File: src/rtl/mux4_rr_select_if.sv
// Handshake/select bundle between the round-robin select generator and
// its requesters / mux consumer.
//   req       : per-channel request (channel i holds data on mux input i)
//   mask      : per-channel arbitration enable
//   out_ready : consumer accepts the mux output this cycle
//   select    : mux select lines (registered)
//   out_valid : mux output valid (registered)
//   ack       : one-hot acknowledge to the winning channel (combinational)
//   xfer_cnt  : wrapping count of completed transfers (registered)
interface mux4_rr_select_if #(
    parameter int unsigned CNT_W = 8
);
    logic [3:0]       req;
    logic [3:0]       mask;
    logic             out_ready;
    logic [1:0]       select;
    logic             out_valid;
    logic [3:0]       ack;
    logic [CNT_W-1:0] xfer_cnt;

    // Arbiter side.
    modport master (
        input  req,
        input  mask,
        input  out_ready,
        output select,
        output out_valid,
        output ack,
        output xfer_cnt
    );

    // Requester / consumer side.
    modport slave (
        output req,
        output mask,
        output out_ready,
        input  select,
        input  out_valid,
        input  ack,
        input  xfer_cnt
    );
endinterface

File: src/rtl/mux4_rr_select.sv
// Round-robin select generator for a 4:1 mux with a valid/ready output
// handshake. Arbitrates among req & mask, holds the grant until the
// consumer accepts, acks the winner and counts completed transfers.
//   clk : rising-edge clock
//   rst : synchronous active-high reset (priority over all inputs)
//   bus : mux4_rr_select_if.master (req/mask/out_ready in;
//         select/out_valid/ack/xfer_cnt out)
module mux4_rr_select #(
    parameter int unsigned CNT_W = 8
) (
    input  logic                clk,
    input  logic                rst,
    mux4_rr_select_if.master    bus
);

    typedef enum logic {
        IDLE  = 1'b0,
        GRANT = 1'b1
    } state_t;

    state_t           state_q, state_d;
    logic [1:0]       sel_q, sel_d;
    logic [1:0]       last_q, last_d;
    logic             valid_q, valid_d;
    logic [CNT_W-1:0] cnt_q, cnt_d;

    logic [3:0]       elig_c;
    logic [1:0]       cand_c;
    logic [1:0]       win_c;
    logic             found_c;
    logic             xfer_c;

    assign elig_c = bus.req & bus.mask;
    assign xfer_c = valid_q & bus.out_ready;

    // Search last+1, last+2, last+3, last (mod 4); first eligible wins.
    always_comb begin
        cand_c  = last_q;
        win_c   = last_q;
        found_c = 1'b0;
        for (int k = 1; k <= 4; k++) begin
            cand_c = last_q + 2'(k);
            if (!found_c && elig_c[cand_c]) begin
                win_c   = cand_c;
                found_c = 1'b1;
            end
        end
    end

    // Next-state and registered-output logic.
    always_comb begin
        state_d = state_q;
        sel_d   = sel_q;
        last_d  = last_q;
        valid_d = valid_q;
        cnt_d   = cnt_q;
        unique case (state_q)
            IDLE: begin
                valid_d = 1'b0;
                if (found_c) begin
                    sel_d   = win_c;
                    last_d  = win_c;
                    valid_d = 1'b1;
                    state_d = GRANT;
                end
            end
            GRANT: begin
                // Grant is held regardless of req/mask until the transfer.
                if (xfer_c) begin
                    cnt_d   = cnt_q + CNT_W'(1);
                    valid_d = 1'b0;
                    state_d = IDLE;
                end
            end
            default: begin
                state_d = IDLE;
                valid_d = 1'b0;
            end
        endcase
    end

    // State register; reset returns the pointer to 3 so channel 0 is searched first.
    always_ff @(posedge clk) begin
        if (rst) begin
            state_q <= IDLE;
            sel_q   <= 2'b00;
            last_q  <= 2'b11;
            valid_q <= 1'b0;
            cnt_q   <= '0;
        end else begin
            state_q <= state_d;
            sel_q   <= sel_d;
            last_q  <= last_d;
            valid_q <= valid_d;
            cnt_q   <= cnt_d;
        end
    end

    // Ack is suppressed in a reset cycle so no transfer is reported.
    assign bus.ack       = (xfer_c && !rst) ? (4'b0001 << sel_q) : 4'b0000;
    assign bus.select    = sel_q;
    assign bus.out_valid = valid_q;
    assign bus.xfer_cnt  = cnt_q;

endmodule

File: src/flat_wrapper.sv
// flat-port wrapper written by rule: the top's interface ports become plain ports
module mux4_rr_select_flat 
#(
    parameter int unsigned CNT_W = 8
)
  (clk, rst, bus_req, bus_mask, bus_out_ready, bus_select, bus_out_valid, bus_ack, bus_xfer_cnt);
  mux4_rr_select_if #(.CNT_W(CNT_W)) bus_i ();
  input  logic clk;
  input  logic rst;
  input wire logic [$bits(bus_i.req)-1:0] bus_req;
  input wire logic [$bits(bus_i.mask)-1:0] bus_mask;
  input wire logic [$bits(bus_i.out_ready)-1:0] bus_out_ready;
  output wire logic [$bits(bus_i.select)-1:0] bus_select;
  output wire logic [$bits(bus_i.out_valid)-1:0] bus_out_valid;
  output wire logic [$bits(bus_i.ack)-1:0] bus_ack;
  output wire logic [$bits(bus_i.xfer_cnt)-1:0] bus_xfer_cnt;
  assign bus_i.req = bus_req;
  assign bus_i.mask = bus_mask;
  assign bus_i.out_ready = bus_out_ready;
  assign bus_select = bus_i.select;
  assign bus_out_valid = bus_i.out_valid;
  assign bus_ack = bus_i.ack;
  assign bus_xfer_cnt = bus_i.xfer_cnt;
  mux4_rr_select #(.CNT_W(CNT_W)) u_core (.clk(clk), .rst(rst), .bus(bus_i));
endmodule
File: config.mk
export PLATFORM = sky130hd
export DESIGN_NAME = mux4_rr_select_flat
export DESIGN_NICKNAME = d
export VERILOG_FILES = /design/src/rtl/mux4_rr_select_if.sv /design/src/rtl/mux4_rr_select.sv /design/src/flat_wrapper.sv
export SDC_FILE = /design/constraint.sdc
export NUM_CORES = 1
export LEC_CHECK = 0
export CAP_MARGIN = 10
export CELL_PAD_IN_SITES_DETAIL_PLACEMENT = 0
export CELL_PAD_IN_SITES_GLOBAL_PLACEMENT = 1
export CORE_ASPECT_RATIO = 1.5
export CORE_MARGIN = 1.5
export CORE_UTILIZATION = 32
export CTS_BUF_LIST = sky130_fd_sc_hd__clkbuf_4
export DETAILED_ROUTE_END_ITERATION = 8
export PLACE_DENSITY_LB_ADDON = 0.1
export RECOVER_POWER = 100
export SLEW_MARGIN = 10
export SYNTH_ARGS = -nofsm -noshare
export SYNTH_HDL_FRONTEND = slang
export SYNTH_SLANG_ARGS = --single-unit
File: constraint.sdc
create_clock -name clk -period 1.6 [get_ports clk]
set_clock_uncertainty 0.15 [all_clocks]
set_input_delay 0.16 -clock clk [delete_from_list [all_inputs] [get_ports clk]]
set_output_delay 0.16 -clock clk [all_outputs]
set_load 0.05 [all_outputs]
# --- Yosys cells after proc, flatten, opt, wreduce, memory -nomap -nowiden ---
# Index checks and enable logic that the tools add are counted.
classes:
  addsub: 4
  order_cmp: 4
  n_eq_ne: 1
  shifts: 1
  n_mux: 22
  bitwise_logic: 3
  reduce_logical: 10
ops:
  columns: ["op", "count"]
  rows:
  - ["2-bit by 3-bit < comparator with 1-bit output (second input constant)", 4]
  - ["1-bit 2-to-1 mux", 11]
  - ["8-bit by 1-bit adder with 8-bit output (second input constant)", 1]
  - ["1-bit binary-select mux with 2-bit select", 4]
  - ["2-bit 2-to-1 mux", 4]
  - ["2-bit adder (second input constant)", 2]
  - ["4-bit AND", 1]
  - ["1-bit logical AND", 4]
  - ["1-bit logical NOT", 4]
  - ["4-bit 2-to-1 mux", 1]
  - ["1-bit case mux with 2 select lines", 2]
  - ["2-bit AND reduction", 2]
  - ["1-bit by 2-bit << shifter with 4-bit output (first input constant)", 1]
  - ["2-bit by 1-bit adder with 2-bit output (second input constant)", 1]
  - ["2-bit != test (second input constant)", 1]
  - ["1-bit AND", 1]
  - ["1-bit inverter", 1]
totals:
  register_bits: 14
  in_bits: 11
  out_inout_bits: 15
  word_cells: 50

# --- Logic depth before layout (Yosys ltp) ---
depth:
  word_depth: 15
  ltp_mapped: 5
  mapped_depth_nobuf: 4

# --- Worst setup path after synthesis ---
# OpenSTA, ideal clock, no wires.
synth_timing:
  kind: "register to output"
  startpoint: "register u_core.valid_q (netlist: u_core.bus.out_valid)"
  endpoint: "output port bus_ack[1]"
  t_arrival_ns: 2.498
  t_required_ns: 1.290
  slack_ns: -1.208
  path_stages_with_launch: 3
  path_buffers: 0
  path_cell_list: "dfxtp_1 nand2_1 nor4b_1"
synth_via:
  elab_chain_len: 3
synth_lines:
  columns: ["item", "line", "rtl"]
  rows:
  - ["start, declared", "mux4_rr_select.sv:24", "logic valid_q, valid_d;"]
  - ["start signal, assigned", "mux4_rr_select.sv:94", "valid_q <= valid_d;"]
  - ["1-bit AND", "mux4_rr_select.sv:34", "assign xfer_c = valid_q & bus.out_ready;"]
  - ["1-bit logical AND", "mux4_rr_select.sv:100", "assign bus.ack = (xfer_c && !rst) ? (4'b0001 << sel_q) : 4'b0000;"]
  - ["4-bit 2-to-1 mux", "mux4_rr_select.sv:100", null]
  - ["end, declared", "flat_wrapper.sv:15", "output wire logic [$bits(bus_i.ack)-1:0] bus_ack;"]
# Every way passes these cells.

# --- Worst setup path after layout ---
layout_timing:
  startpoint: "register u_core.valid_q (netlist: u_core.bus.out_valid)"
  endpoint: "output port bus_ack[0]"
# Same word-level chain as after synthesis.

==> flow_summary_export.csv <==
group,metric,value,unit
cells_and_area,final_area,1277,sq um
clocking,cts_tree,"built",
floorplanning,die_y,60.57,um
clocking,numCtsBuffers,3,
sta,period_share,97.89,%
global_routing,grt_max_degree,16,
sta,setup_slack,0.03369,ns
min_path,hold_path_class,"in -> reg",
logic_synthesis,syn-cell-area,706.9,sq um
logic_synthesis,syn_nets,94,
global_routing,antenna_found_initial,0,
floorplanning,core,2052,sq um
place,hpwl,1441,um
logic_synthesis,synth_warnings,0,
detailed_routing,drc,0,
logic_synthesis,ys_seq_area_share,39.65,%
place,finalWeightedCongestion,0.7018,
clocking,cts_buffer_depth,2,
sta,max_freq,0.6384,GHz
cells_and_area,drive_gt1_share,35.00,%
place,post_dp_cell_area,1252,sq um
clocking,clk_latency,0.27,ns
sta,setup_viol_count_final,0,
worst_setup_path,critPathKind,"reg -> out",
global_routing,first_global_vias,719,
logic_synthesis,yosysTopAreaCell,"dfxtp_1",
detailed_routing,antenna_left,0,
detailed_routing,viasPerCell,5.176,
detailed_routing,wl_per_cell,12.55,um
clocking,root_buffer,"clkbuf_4",
place,io_buffers,25,
clocking,cts.sinks,14,
clocking,clk_pin_slew,0.08,ns
detailed_routing,vias,735,
pwr,powerDensity,652.6,nW/um^2
min_path,hold_end,"u_core.bus.out_valid$_SDFFE_PP0P_",
sta,fin_crit,1.566,ns
worst_setup_path,rr_startpoint,"u_core.last_q[1]$_SDFFE_PP1P_",
sta,final_max_slew_viol_count,0,
worst_setup_path,worstSetupStartpointType,"register",
floorplanning,initial_core_util,34.45,%
cells_and_area,diodes,0,
place,dpl_worst_slack,-0.1228,ns
min_path,hold_start,"bus_out_ready",
floorplanning,ioPinCount,26,
place,dp.cells,138,
cells_and_area,syn_to_final_growth,80.71,%
pwr,p_leak,0.4936,nW
floorplanning,num_rows,20,
detailed_routing,initialDrtViolationCount,11,
clocking,cts_max_level,1,
flow_run,drv_cap,0,
detailed_routing,dr.pass1.iters,4,
worst_setup_path,endpoint_kind,"output pin",
cells_and_area,stdcell_count,142,
sta,rsz0062_at_grt,"true",
worst_setup_path,rr_worst_depth,2,
global_routing,grt_pass1_wl,2973,um
cells_and_area,nets,133,
floorplanning,dieArea,2506,sq um
logic_synthesis,yosys-top-cells-area,"dfxtp_1 40%, nand2_1 4.8%, nor2_1 4.8%",
sta,maxSlewHeadroom,60.90,%
detailed_routing,wl,1782,um
cells_and_area,final_util,62.26,%
worst_setup_path,reg2reg_slack,0.20,ns
sta,tightest_slew,0.5890,ns
worst_setup_path,required,1.29,ns
global_routing,grt_overflow_total,0,
logic_synthesis,netlist.area_leader.share,39.65,%
sta,hold_viol_final,0,
pwr,power.total,833.7,uW
clocking,ctsHoldBuffers,0,
logic_synthesis,ys_ff_latch,14,
clocking,postCtsSetupRepairBufs,0,
logic_synthesis,netlist_instances,82,
floorplanning,die_x,41.38,um
logic_synthesis,synth_cell_type_count,30,
status,status,"completed",
pwr,vdd_drop_max,0.0003535,V
global_routing,grt_use_total,17.41,%
logic_synthesis,avgSynthCellArea,8.621,sq um
worst_setup_path,worst_ep_arrival_time,1.26,ns
min_path,hold_path_depth,3,
worst_setup_path,r2r-end,"u_core.bus.select[0]$_SDFFE_PP0P_",
cells_and_area,fillers,193,
worst_setup_path,critPathMaxFanout,5,
-- cells in the final DEF (no fill, tap or decap), drive strengths merged --
cell and instances:
clkinv 1, a31o 1, nand2 11, dlygate4sd2 1, nor4bb 1, buf 26
o21a 1, inv 1, a41oi 1, nand3 4, nor4b 2, clkdlybuf4s50 9
nor3 3, nor4 1, xor2 3, ha 1, a21oi 6, dfxtp 14
and3 2, a41o 1, nand4 4, or3 1, xnor2 3, a311oi 1
o21ai 1, a31oi 1, o211ai 2, a22o 1, nor2 9, clkbuf 4
a2bb2oi 1, mux4 1, nand3b 1
-- metal layers --
metal / vias to the layer above / global-route usage (%) / part of all wire, %
li1: 383 / - / -
met1: 338 / 19.54 / 42
met2: 12 / 30.58 / 54
met3: 2 / 3.297 / 2.6
met4: 0 / 6.912 / 0.90
met5: - / 0 / 0
-- cell type report --
class | count | area (sq um) | area share (%)
multi-input combinational | 64 | 479.2 | 37.51
timing repair buffer | 37 | 451.7 | 35.36
sequential | 14 | 289.0 | 22.62
tap | 22 | 27.53 | 2.155
clock buffer | 3 | 22.52 | 1.763
clock inverter | 1 | 3.754 | 0.2938
inverter | 1 | 3.754 | 0.2938
-- power breakdown --
group | internal [mW] | switching (mW) | total [mW]
logic | 0.124 | 0.109 | 0.232
clock network | 0.0902 | 0.108 | 0.198
registers | 0.367 | 0.0358 | 0.403
total | 0.581 | 0.253 | 0.834
-- how the worst max path moves through the flow --
stage	slack, ns	cells past startpoint	from	endpoint
2_1_floorplan	0.03	2	u_core.bus.out_valid$_SDFFE_PP0P_	bus_ack[3]
3_3_place_gp	-0.08	5	bus_req[0]	u_core.bus.select[0]$_SDFFE_PP0P_
3_5_place_dp	-0.12	5	bus_req[0]	u_core.bus.select[0]$_SDFFE_PP0P_
4_1_cts	0.02	4	u_core.bus.out_valid$_SDFFE_PP0P_	bus_ack[0]
5_1_grt	-0.03	4	u_core.bus.out_valid$_SDFFE_PP0P_	bus_ack[0]
6_report	0.03	4	u_core.bus.out_valid$_SDFFE_PP0P_	bus_ack[0]
-- cell families (layout without fill, tap and decap cells) --
family	count (synthesis)	count (layout)	synth area share, %
xor+xnor	6	6	7.435
buf+inv	4	42	2.123
mux	1	1	3.186
flops	14	14	39.65
compound gates	17	17	17.52
fa+ha+maj	1	1	1.770
simple gates	39	39	28.32
-- registers in the layout (all words and copies together) (netlist names) --
register              count
u_core.bus.out_valid      1
u_core.last_q             2
u_core.bus.xfer_cnt       8
u_core.bus.select         2
u_core.state_q            1
-- synthesized netlist by cell type --
library cell,count
dfxtp_1,14
nand2_1,9
nor2_1,9
a21oi_1,6
nand3_1,4
nand4_1,4
clkbuf_1,3
nor3_1,3
xnor2_1,3
xor2_1,3
and3_1,2
nand2_2,2
nor4b_1,2
o211ai_1,2
a22o_1,1
a2bb2oi_1,1
a311oi_2,1
a31o_2,1
a31oi_1,1
a41o_1,1
a41oi_1,1
ha_1,1
inv_1,1
mux4_2,1
nand3b_1,1
nor4_1,1
nor4bb_1,1
o21a_1,1
o21ai_0,1
or3_1,1
-- critical path, stage by stage, from the launching register on --
cell	delay (ns)
dfxtp_4	0.38
nand2_4	0.08
buf_4	0.15
nor4_4	0.19
buf_12	0.18
-- repair_timing --
| action | CTS | global route |
|---|---|---|
| pin swaps | 0 | 1 |
| setup endpoints to repair | 3 | 2 |
| endpoints found under the hold margin | 0 | 0 |
| gates resized for setup | 1 | 1 |
-- through the flow --
| step | hold slack, ns | TNS [ns] |
|---|---|---|
| after floorplan | 0.1860 | 0 |
| after global placement | 0.3542 | -0.3331 |
| after detailed placement | 0.3724 | -0.5218 |
| after CTS | 0.2553 | 0 |
| after global routing | 0.2880 | -0.02587 |
| final | 0.2576 | 0 |
Power figures use the tool's default switching activity.
